--- src/rtl/uart_rx_frame.sv ---
// UART frame receiver: 2-flop line synchroniser, mid-bit sampling at one of two
// baud divisors, optional even parity, one-cycle result strobe with error flags.
module uart_rx_frame #(
  parameter int CLKS_FAST = 46880,
  parameter int CLKS_SLOW = 93760,
  parameter int DATA_BITS = 8,
  parameter int PARITY_EN = 1
) (
  input  logic                 clk,
  input  logic                 rst,
  input  logic                 in,
  input  logic                 baud_sel,
  output logic [DATA_BITS-1:0] data,
  output logic                 data_valid,
  output logic                 parity_err,
  output logic                 frame_err,
  output logic                 busy
);

  localparam int CW = $clog2(CLKS_SLOW);
  localparam int BW = $clog2(DATA_BITS + 1);

  localparam logic [CW-1:0] FAST_BIT  = CW'(CLKS_FAST - 1);
  localparam logic [CW-1:0] SLOW_BIT  = CW'(CLKS_SLOW - 1);
  // The IDLE detect clock is the first of the P/2 start-bit clocks, hence -2.
  localparam logic [CW-1:0] FAST_HALF = CW'(CLKS_FAST / 2 - 2);
  localparam logic [CW-1:0] SLOW_HALF = CW'(CLKS_SLOW / 2 - 2);

  typedef enum logic [2:0] {IDLE, START, DATA, PARITY, STOP, BREAK} state_t;

  state_t                 state;
  logic                   sync1;
  logic                   rx;
  logic [CW-1:0]          cnt;
  logic                   slow;
  logic [BW-1:0]          nbits;
  logic [DATA_BITS-1:0]   shift;
  logic                   perr;
  logic                   stop_bit;
  logic                   pend;
  logic [CW-1:0]          bit_last;
  logic [CW-1:0]          half_last;

  always_comb begin
    bit_last  = slow ? SLOW_BIT  : FAST_BIT;
    half_last = slow ? SLOW_HALF : FAST_HALF;
  end

  always_ff @(posedge clk or posedge rst) begin
    if (rst) begin
      sync1 <= 1'b1;
      rx    <= 1'b1;
    end else begin
      sync1 <= in;
      rx    <= sync1;
    end
  end

  always_ff @(posedge clk or posedge rst) begin
    if (rst) begin
      state      <= IDLE;
      cnt        <= '0;
      slow       <= 1'b0;
      nbits      <= '0;
      shift      <= '0;
      perr       <= 1'b0;
      stop_bit   <= 1'b1;
      pend       <= 1'b0;
      data       <= '0;
      data_valid <= 1'b0;
      parity_err <= 1'b0;
      frame_err  <= 1'b0;
      busy       <= 1'b0;
    end else begin
      // Stop sample raises pend; results publish one clock later.
      data_valid <= pend;
      pend       <= 1'b0;
      if (pend) begin
        data       <= shift;
        parity_err <= perr;
        frame_err  <= ~stop_bit;
      end

      case (state)
        IDLE: begin
          if (!rx) begin
            state <= START;
            cnt   <= '0;
            slow  <= baud_sel;
            busy  <= 1'b1;
          end
        end
        START: begin
          if (cnt == half_last) begin
            cnt   <= '0;
            nbits <= '0;
            perr  <= 1'b0;
            if (rx) begin
              state <= IDLE;
              busy  <= 1'b0;
            end else begin
              state <= DATA;
            end
          end else begin
            cnt <= cnt + CW'(1);
          end
        end
        DATA: begin
          if (cnt == bit_last) begin
            cnt   <= '0;
            shift <= {rx, shift[DATA_BITS-1:1]};
            if (nbits == BW'(DATA_BITS - 1)) begin
              state <= (PARITY_EN != 0) ? PARITY : STOP;
            end else begin
              nbits <= nbits + BW'(1);
            end
          end else begin
            cnt <= cnt + CW'(1);
          end
        end
        PARITY: begin
          if (cnt == bit_last) begin
            cnt   <= '0;
            perr  <= ^{shift, rx};
            state <= STOP;
          end else begin
            cnt <= cnt + CW'(1);
          end
        end
        STOP: begin
          if (cnt == bit_last) begin
            cnt      <= '0;
            stop_bit <= rx;
            pend     <= 1'b1;
            if (rx) begin
              state <= IDLE;
              busy  <= 1'b0;
            end else begin
              state <= BREAK;
            end
          end else begin
            cnt <= cnt + CW'(1);
          end
        end
        BREAK: begin
          if (rx) begin
            state <= IDLE;
            busy  <= 1'b0;
          end
        end
        default: begin
          state <= IDLE;
          busy  <= 1'b0;
        end
      endcase
    end
  end

endmodule

--- config.mk ---
export PLATFORM = sky130hd
export DESIGN_NAME = uart_rx_frame
export DESIGN_NICKNAME = d
export VERILOG_FILES = /design/src/rtl/uart_rx_frame.sv
export SDC_FILE = /design/constraint.sdc
export NUM_CORES = 1
export LEC_CHECK = 0
export ABC_CLOCK_PERIOD_IN_PS = 6900
export CAP_MARGIN = 20
export CORE_MARGIN = 8
export CORE_UTILIZATION = 60
export DETAILED_ROUTE_END_ITERATION = 10
export PLACE_DENSITY = 0.82
export SLEW_MARGIN = 20
export SYNTH_ARGS = -nofsm -noshare
export SYNTH_HDL_FRONTEND = slang
export SYNTH_SLANG_ARGS = --single-unit
--- constraint.sdc ---
create_clock -name clk -period 6.9 [get_ports clk]
set_input_delay 1.035 -clock clk [delete_from_list [all_inputs] [get_ports clk]]
set_output_delay 1.035 -clock clk [all_outputs]
set_load 0.05 [all_outputs]
Yosys cells after proc, flatten, opt, wreduce, memory -nomap -nowiden
Index checks and enable logic that the tools add are counted.
{"block": "word_totals", "register_bits": 50, "inputBits": 4, "output_inout_bits": 12, "word_cells": 81}
{"block": "classes", "addsub": 2, "eq_ne": 16, "mux": 30, "n_bitwise": 3, "n_reduce_logical": 15}
{"operator": "17-bit two-way mux", "count": 4}
{"operator": "17-bit one-hot mux with 3 select lines", "count": 1}
{"operator": "3-bit two-way mux", "count": 8}
{"operator": "3-bit one-hot mux with 6 select lines", "count": 1}
{"operator": "17-bit by 1-bit adder with 17-bit output (second input constant)", "count": 1}
{"operator": "17-bit by 16-bit equality test with 1-bit output", "count": 1}
{"operator": "17-bit equality test", "count": 1}
{"operator": "16-bit two-way mux", "count": 1}
{"operator": "2-bit inequality test (second input constant)", "count": 8}
{"operator": "4-bit two-way mux", "count": 3}
{"operator": "9-bit XOR reduction", "count": 1}
{"operator": "1-bit two-way mux", "count": 8}
{"operator": "4-bit one-hot mux with 2 select lines", "count": 1}
{"operator": "2-bit AND reduction", "count": 4}
{"operator": "4-bit AND reduction", "count": 2}
{"operator": "7-bit AND reduction", "count": 1}
{"operator": "3-bit by 2-bit equality test with 1-bit output (second input constant)", "count": 2}
{"operator": "3-bit equality test (second input constant)", "count": 2}
{"operator": "1-bit one-hot mux with 5 select lines", "count": 1}
{"operator": "4-bit by 1-bit adder with 4-bit output (second input constant)", "count": 1}
{"operator": "4-bit by 3-bit equality test with 1-bit output (second input constant)", "count": 1}
{"operator": "2-bit nonzero test", "count": 2}
{"operator": "3-bit by 1-bit equality test with 1-bit output (second input constant)", "count": 1}
{"operator": "3-bit logical NOT", "count": 1}
{"operator": "7 further kinds", "count": 9}

Longest topological paths before layout
Gate-level depths: netlist (run 1).
{"block": "depth", "ltp_word": 4, "depth_mapped": 9, "mapped_depth_nobuf": 7}

Worst setup path after synthesis (run 1)
Ideal clock, no wire load.
{"block": "synth_path", "kind": "register -> register", "startpoint": "register cnt[11]", "endpoint": "register perr", "setup_ps": 128, "arrival_ps": 2036, "required_ps": 6772, "slack_ps": 4736, "path_stages_with_launch": 8, "path_buffers": 1, "synth_period_minus_slack_ps": 2164, "path_cell_list": "dfrtp_1 -> buf_6 -> or4b_4 -> a21boi_2 -> o2111ai_4 -> nand2_1 -> nor4b_2 -> mux2_1"}
{"block": "synth_via", "elab_chain_len": 3, "word_cells_on_any_way": 5, "cone_classes": "4 x eq/ne; 1 x reduce/logical"}
{"element": "from (decl)", "line": "34", "source": "logic [CW-1:0] cnt;"}
{"element": "from (signal assigned)", "line": "105", "source": "cnt <= cnt + CW'(1);"}
{"element": "from (signal assigned)", "line": "118", "source": "cnt <= cnt + CW'(1);"}
{"element": "from (signal assigned)", "line": "127", "source": "cnt <= cnt + CW'(1);"}
{"element": "17-bit equality test / 17-bit by 16-bit equality test with 1-bit output (equally long branches)", "line": "122, 94"}
{"element": "2-bit inequality test (no line)"}
{"element": "3-bit AND reduction (no line) *"}
{"element": "to (signal assigned)", "line": "124", "source": "perr <= ^{shift, rx};"}
{"element": "to (decl)", "line": "38", "source": "logic perr;"}
Mark *: on every way between the ends. The rest lies on a longest branch, timed or not.
A chain may end at the register's enable or synchronous reset.

Final worst setup path (run 1)
{"block": "layout_path", "startpoint": "register busy", "endpoint": "output port busy"}
{"element": "from (decl)", "line": "17", "source": "output logic busy"}
{"element": "from (signal assigned)", "line": "73", "source": "busy <= 1'b0;"}
{"element": "from (signal assigned)", "line": "90", "source": "busy <= 1'b1;"}
{"element": "from (signal assigned)", "line": "100", "source": "busy <= 1'b0;"}
No word-level cell between the ends.

==> summary.md, run 1 <==
| Metric | Value |
|---|---|
| Crit path arrival time | `1.52 ns` |
| Total core area | `4350 um2` |
| Pwr/cell area | `roughly 160 nW/um2` |
| Kind of critical path | `reg -> out` |
| Global route overflow | `0` |
| Initial antenna violation count | `0` |
| Slew headroom | `43.9%` |
| Sequential share of power | `60.6%` |
| Die area | `6960 um2` |
| CTS root buf | `clkbuf_8` |
| I/O Pins | `16` |
| Post-synthesis cell type count | `between 50 and 60` |
| Antenna cells | `0` |
| # hold bufs at CTS | `0` |
| Initial DRT Pass Iterations | `4` |
| Slew Limit Fails | `0` |
| EDFF count, synth | `0` |
| Vias post-DR | `1,919` |
| Layout cells sized above 1 | `about 16%` |
| Mean Syn Cell Area | `10.5 um2` |
| Synth Warn # | `0` |
| Synth top area cells | `dfrtp_1 43%, mux2_2 7.8%, nor2_1 3.9%` |
| P_sw | `109 uW` |
| Vias in the first global route | `roughly 1,900` |
| Post-Syn Nets | `268` |
| Worst Setup Start Kind | `register` |
| H-tree levels | `2` |
| Top_reg_cell synth | `dfrtp_1` |
| Post-DP HPWL | `around 3.5 mm` |
| Clock tree sinks | `50` |
| Share of flip-flops with an asynchronous set or reset | `100%` |
| Outcome | `finished clean` |
| R2R cell count | `6` |
| Pwr Total | `between 400 and 500 uW` |
| Post-Syn Area | `2730 um2` |
| Post-Route Skew | `0.00660 ns` |
| Later-pin clock latency in the skew report | `0.30 ns` |
| CP endpoint kind | `primary output` |
| Iter 0 DRT Violations | `57` |
| CP Buf/Inv Count | `1` |
| Tmin final | `2.56 ns` |
| Mean routed wirelength per cell | `15.2 um` |
| Comb pwr share | `~2.2%` |
| Max FO, Critical Path | `4` |
| Required time of the critical path | `around 5.9 ns` |
| Yosys reg bits | `50` |
| Crit-path cells | `clkdlybuf4s50_1` |
| DRT Wirelength | `4.93 mm` |
| CP max-delay cell | `clkdlybuf4s50_1` |
| Total GRT Usage | `14.7%` |
| Critical Path Max Stage Delay | `0.82 ns` |
| DRC viols | `0` |
| CTS tree | `built` |
| Row cnt | `24` |
| Unrepaired setup endpoints after global routing | `no` |
| Post-Route Setup TNS | `0 ns` |
| Die Span Y | `83.4 um` |
| Finished Layout Cells | `325` |
| Final antenna-violating net count | `0` |
| Clock power share | `37.2%` |
| DR vias/cell | `around 5.9` |
| Clock slew at reported path FFs | `0.09 ns` |
| Max-capacitance violation count | `0` |
| # Post-CTS Setup Buffers | `0` |
| Worst Hold Depth | `0` |
| F_max | `around 390 MHz` |
| Synth area leader | `dfrtp_1` |
| Cells after synthesis | `approximately 260` |
| Nets | `279` |
| Worst Tran Pin Value | `0.840 ns` |
| Final setup vio count | `0` |
| Pleak | `1.30 nW` |
| Crit share post-route | `37.1%` |
| Area share of the largest cell type after synthesis | `43.1%` |
| Switching Fraction | `22.2%` |
| Hold_ws | `0.362 ns` |
| Number of port buffers | `15` |
| Internal power | `between 300 and 400 uW` |
| Most frequent cells in the layout | `47 x dfrtp_1, 28 x nor2_1, 19 x mux2_2, 19 x nand2_1, 15 x clkdlybuf4s50_1` |
| Most common cell after layout, fill and taps aside | `dfrtp_1` |
| Pin count of the biggest net entering global routing | `51` |
| Initial Utilization | `between 60% and 70%` |
| GPL Wtd Cong | `0.820` |
| Layout area overhead | `9.31%` |
| Chip Width | `83.4 um` |
| Peak VDD IR | `0.133 mV` |
| Final Hold Fails | `0` |
| Hold Path Class | `reg -> reg` |
| Critical path depth | `1` |
| Max clock buf depth | `2` |
| Resize count post-CTS | `0` |
| First-pass GRT wire length | `roughly 8.7 mm` |
| Sequential fraction of the synthesis area | `a little under half` |
| Top Family by Delay on Critical Path | `buffers and inverters` |
| Placed Cells | `between 300 and 400` |
| CTS buffer count | `5` |
-- state kept, by name, indices dropped and copies added, names as in the netlist, 3 cells and up --
register  count
cnt          17
state         3
nbits         4
data          8
shift         8
-- layer usage --
metal	part of all wire [%]	GRT usage [%]	up-vias	wire, um
met2	48	24.1	28	2370
met5	0	0	-	0
met3	3.8	3.52	8	188
met1	47	18.4	933	2300
met4	1.5	5.34	0	76
li1	-	-	950	-
-- power by group through the flow --
stage / registers [mW] / clock network [mW] / logic [mW]
floorplan: 0.300 / 0 / 0.00884
global placement: 0.302 / 0 / 0.0110
detailed placement: 0.302 / 0 / 0.0112
CTS: 0.296 / 0.186 / 0.0112
global route: 0.296 / 0.197 / 0.0125
finish: 0.296 / 0.182 / 0.0107
-- kinds of logic (layout without fill, tap and decap cells) --
logic type,Yosys count,after routing,synth area share [%]
buffers and inverters,16,28,2.94
and+or+nand+nor,111,111,23.2
AOI/OAI and AO/OA,38,38,10.8
xor gates and xnor gates,22,22,7.06
adders and majority gates,3,3,1.38
muxes,21,21,8.62
DFF,50,50,46.0
-- final timing paths --
kind | startpoint | endpoint | slack [ns]
setup / recovery | busy | busy | 4.34
hold / removal | sync1 | rx | 0.36
setup reg to reg | state[1] | nbits[2] | 4.40
hold reg to reg | sync1 | rx | 0.36
max in group asynchronous | rst | slow | 5.22
min in group asynchronous | rst | shift[6] | 1.19
-- metrics by stage --
step                cell area, um2  util [%]  setup slack, ns
finish                        2980      68.5             4.34
detailed placement            2880      66.2             4.43
CTS                           2980      68.4             4.33
floorplan                     2730         -             4.67
global placement              2880      66.2             4.43
global route                  2980      68.5             4.10
-- Yosys cell counts (6+ instances only) --
cell	n
a21oi_1	6
and3_1	6
dfrtp_1	47
mux2_2	19
nand2_1	19
nand3_1	6
nand4_1	6
nor2_1	28
nor3_1	7
o21ai_0	8
xnor2_1	11
xor2_1	11
-- cell type report --
| cell class | count | area, um2 |
|---|---|---|
| Sequential cell | 50 | 1250 |
| Clock buffer | 6 | 82.6 |
| Clock inverter | 2 | 16.3 |
| Tap cell | 52 | 65.1 |
| Fill cell | 324 | 1370 |
| Inverter | 5 | 20.0 |
| Timing Repair Buffer | 15 | 150 |
| Multi-Input combinational cell | 195 | 1390 |
(Power assumes the default switching activity.)
==> run 2: changes to the inputs <==
Settings changed: ABC_CLOCK_PERIOD_IN_PS 6900 to 2300, CORE_UTILIZATION 60 to 53, PLACE_DENSITY 0.82 to 0.77.
Clock period 6.9 ns to 2.3 ns, I/O delays scaled along.
==> run 2 against run 1 <==
Wire length grew 8.2%. Global-route usage about the same. Cell area grew 6.1%. Clock power grew to 3.0 times the previous value. Critical endpoint is now perr. Core utilization is 5.7 points lower. Sequential power grew to 3.0 times the previous value. Hold slack improved by 0.0019 ns. Highest routed layer unchanged. Clock skew is essentially flat. Die area rose by 11%.
==> summary.md, run 2 (same netlist as run 1, synthesis figures left out) <==
| Metric | Value |
|---|---|
| Outcome | `finished clean` |
| Number of port buffers | `15` |
| Pin count of the biggest net entering global routing | `slightly above 50` |
| Comb pwr share | `3.0%` |
| CTS tree | `built` |
| R2R Setup Slk | `between 0.1 and 0.15 ns` |
| Reg-to-reg startpoint | `cnt[14]` |
| Most frequent cells in the layout | `45 x dfrtp_1, 28 x nor2_1, 19 x mux2_2, 19 x nand2_1` |
| GRT met3 Usage | `3.47%` |
| Hold Path Class | `reg -> reg` |
| Unrepaired setup endpoints after global routing | `no` |
| Iter 0 DRT Violations | `135` |
| Internal power | `1.15 mW` |
| Crit share post-route | `roughly 95%` |
| Max clock buf depth | `2` |
| First-pass GRT wire length | `9.05 mm` |
| CTS root buf | `clkbuf_8` |
| GPL Wtd Cong | `0.823` |
| Slew headroom | `66.0%` |
| Crit path arrival time | `2.39 ns` |
| Worst Hold Depth | `0` |
| Pwr/cell area | `468 nW/um2` |
| Largest register FFs | `17` |
| GRT met2 Usage | `between 20% and 30%` |
| Vias post-DR | `2,001` |
| Crit Reg-Reg Endpoint | `perr` |
| Peak VDD IR | `0.325 mV` |
| I/O Pins | `16` |
| Final Hold Fails | `0` |
| Clock slew at reported path FFs | `0.10 ns` |
| DR vias/cell | `roughly 5.6` |
| Initial DRT Pass Iterations | `4` |
| R2R cell count | `6` |
| Antenna cells | `0` |
| Layout cells sized above 1 | `22.5%` |
| Sequential share of power | `59.7%` |
| Die Span Y | `87.7 um` |
| Row cnt | `26` |
| Max-capacitance violation count | `0` |
| Initial Utilization | `54.1%` |
| CP endpoint kind | `register` |
| Nets | `295` |
| Initial antenna violation count | `0` |
| Slew Limit Fails | `0` |
| DRC viols | `0` |
| Post-Route Setup TNS | `0 ns` |
| Pleak | `1.40 nW` |
| Vias in the first global route | `1,960` |
| Hold_ws | `0.363 ns` |
| F_max | `between 400 and 500 MHz` |
| Mean routed wirelength per cell | `14.9 um` |
| Min-delay src | `sync1` |
| Required time of the critical path | `~2.5 ns` |
| Largest regs | `cnt: 17 flops, data: 8 flops, shift: 8 flops` |
| Final setup vio count | `0` |
| Reg with most FFs | `cnt` |
| Most common cell after layout, fill and taps aside | `dfrtp_1` |
| Fillers | `431` |
| Global route overflow | `0` |
| Worst Tran Pin Value | `0.502 ns` |
| Post-DP HPWL | `3.81 mm` |
| # Post-CTS Setup Buffers | `0` |
| Worst Setup Start Kind | `register` |
| Routing usage on met1 | `around a fifth` |
| Die area | `7700 um2` |
| Resize count post-CTS | `0` |
| Total GRT Usage | `14.7%` |
| Layout area overhead | `16.0%` |
| DRT Wirelength | `~5.3 mm` |
| Final antenna-violating net count | `0` |
| Post-Route Skew | `0.00682 ns` |
| # hold bufs at CTS | `0` |
| Switching Fraction | `about 22%` |
| Total core area | `about 5000 um2` |
| Kind of critical path | `reg -> reg` |
| Tmin final | `2.19 ns` |
| H-tree levels | `2` |
| Clock power share | `a little under two fifths` |
| CTS buffer count | `5` |
| Max FO, Critical Path | `8` |
| Worst hold endpoint | `rx` |
| Later-pin clock latency in the skew report | `0.31 ns` |
| Clock tree sinks | `50` |
| Chip Width | `slightly below 90 um` |
| P_sw | `332 uW` |
| Top Usage Layer GRT | `met2` |
run 2: changes by cell type in the layout (fill, tap and decap cells not counted), sizes merged:
cell and delta:
buf +16, clkinv +1, clkinvlp -1
run 2: cell type report:
type                    count  area [um2]  share of cell area, %
multi-input cells         195        1420                   44.8
repair buffers             31         283                   8.94
flip-flops and latches     50        1260                   39.7
clock inverters             2        17.5                  0.554
inverters                   5        18.8                  0.593
clock buffers               6        82.6                   2.61
well taps                  70        87.6                   2.77
run 2: through the flow:
stage	total power [mW]	utilization (%)	worst slack (ns)	instance area, um2	cells
6_report	1.48	62.8	0.113	3160	359
5_1_grt	1.54	62.8	0.00174	3160	359
4_1_cts	1.50	62.2	0.0770	3140	359
3_5_place_dp	0.947	60.2	0.0814	3040	351
3_3_place_gp	0.945	60.2	0.146	3040	351
2_1_floorplan	0.927	-	0.136	2730	261
run 2: power groups by stage:
stage          sequential, mW  clock [mW]  combinational, mW
2_1_floorplan           0.901           0             0.0265
3_3_place_gp            0.901           0             0.0445
3_5_place_dp            0.901           0             0.0457
4_1_cts                 0.884       0.572             0.0459
5_1_grt                 0.884       0.605             0.0509
6_report                0.884       0.552             0.0442
run 2: worst max-delay path: stages (launching register included):
cell and delay [ns]:
dfrtp_2 0.47, or4b_4 0.53, a21boi_4 0.21, o2111ai_4 0.19
nand2_1 0.15, nor4b_4 0.20, mux2_1 0.35
run 2: worst max-delay path by stage:
stage                         from       end  depth (start not counted)
after detailed placement   cnt[14]      perr                          6
after floorplan            cnt[11]      perr                          7
after CTS                  cnt[14]      perr                          6
after global placement     cnt[14]      perr                          6
final                      cnt[14]      perr                          6
after global routing      state[2]  nbits[2]                          6
run 2: per-layer routing:
layer | up-vias | routed length [um]
li1 | 982 | -
met1 | 988 | 2490
met2 | 21 | 2610
met3 | 10 | 137
met4 | 0 | 97
met5 | - | 0
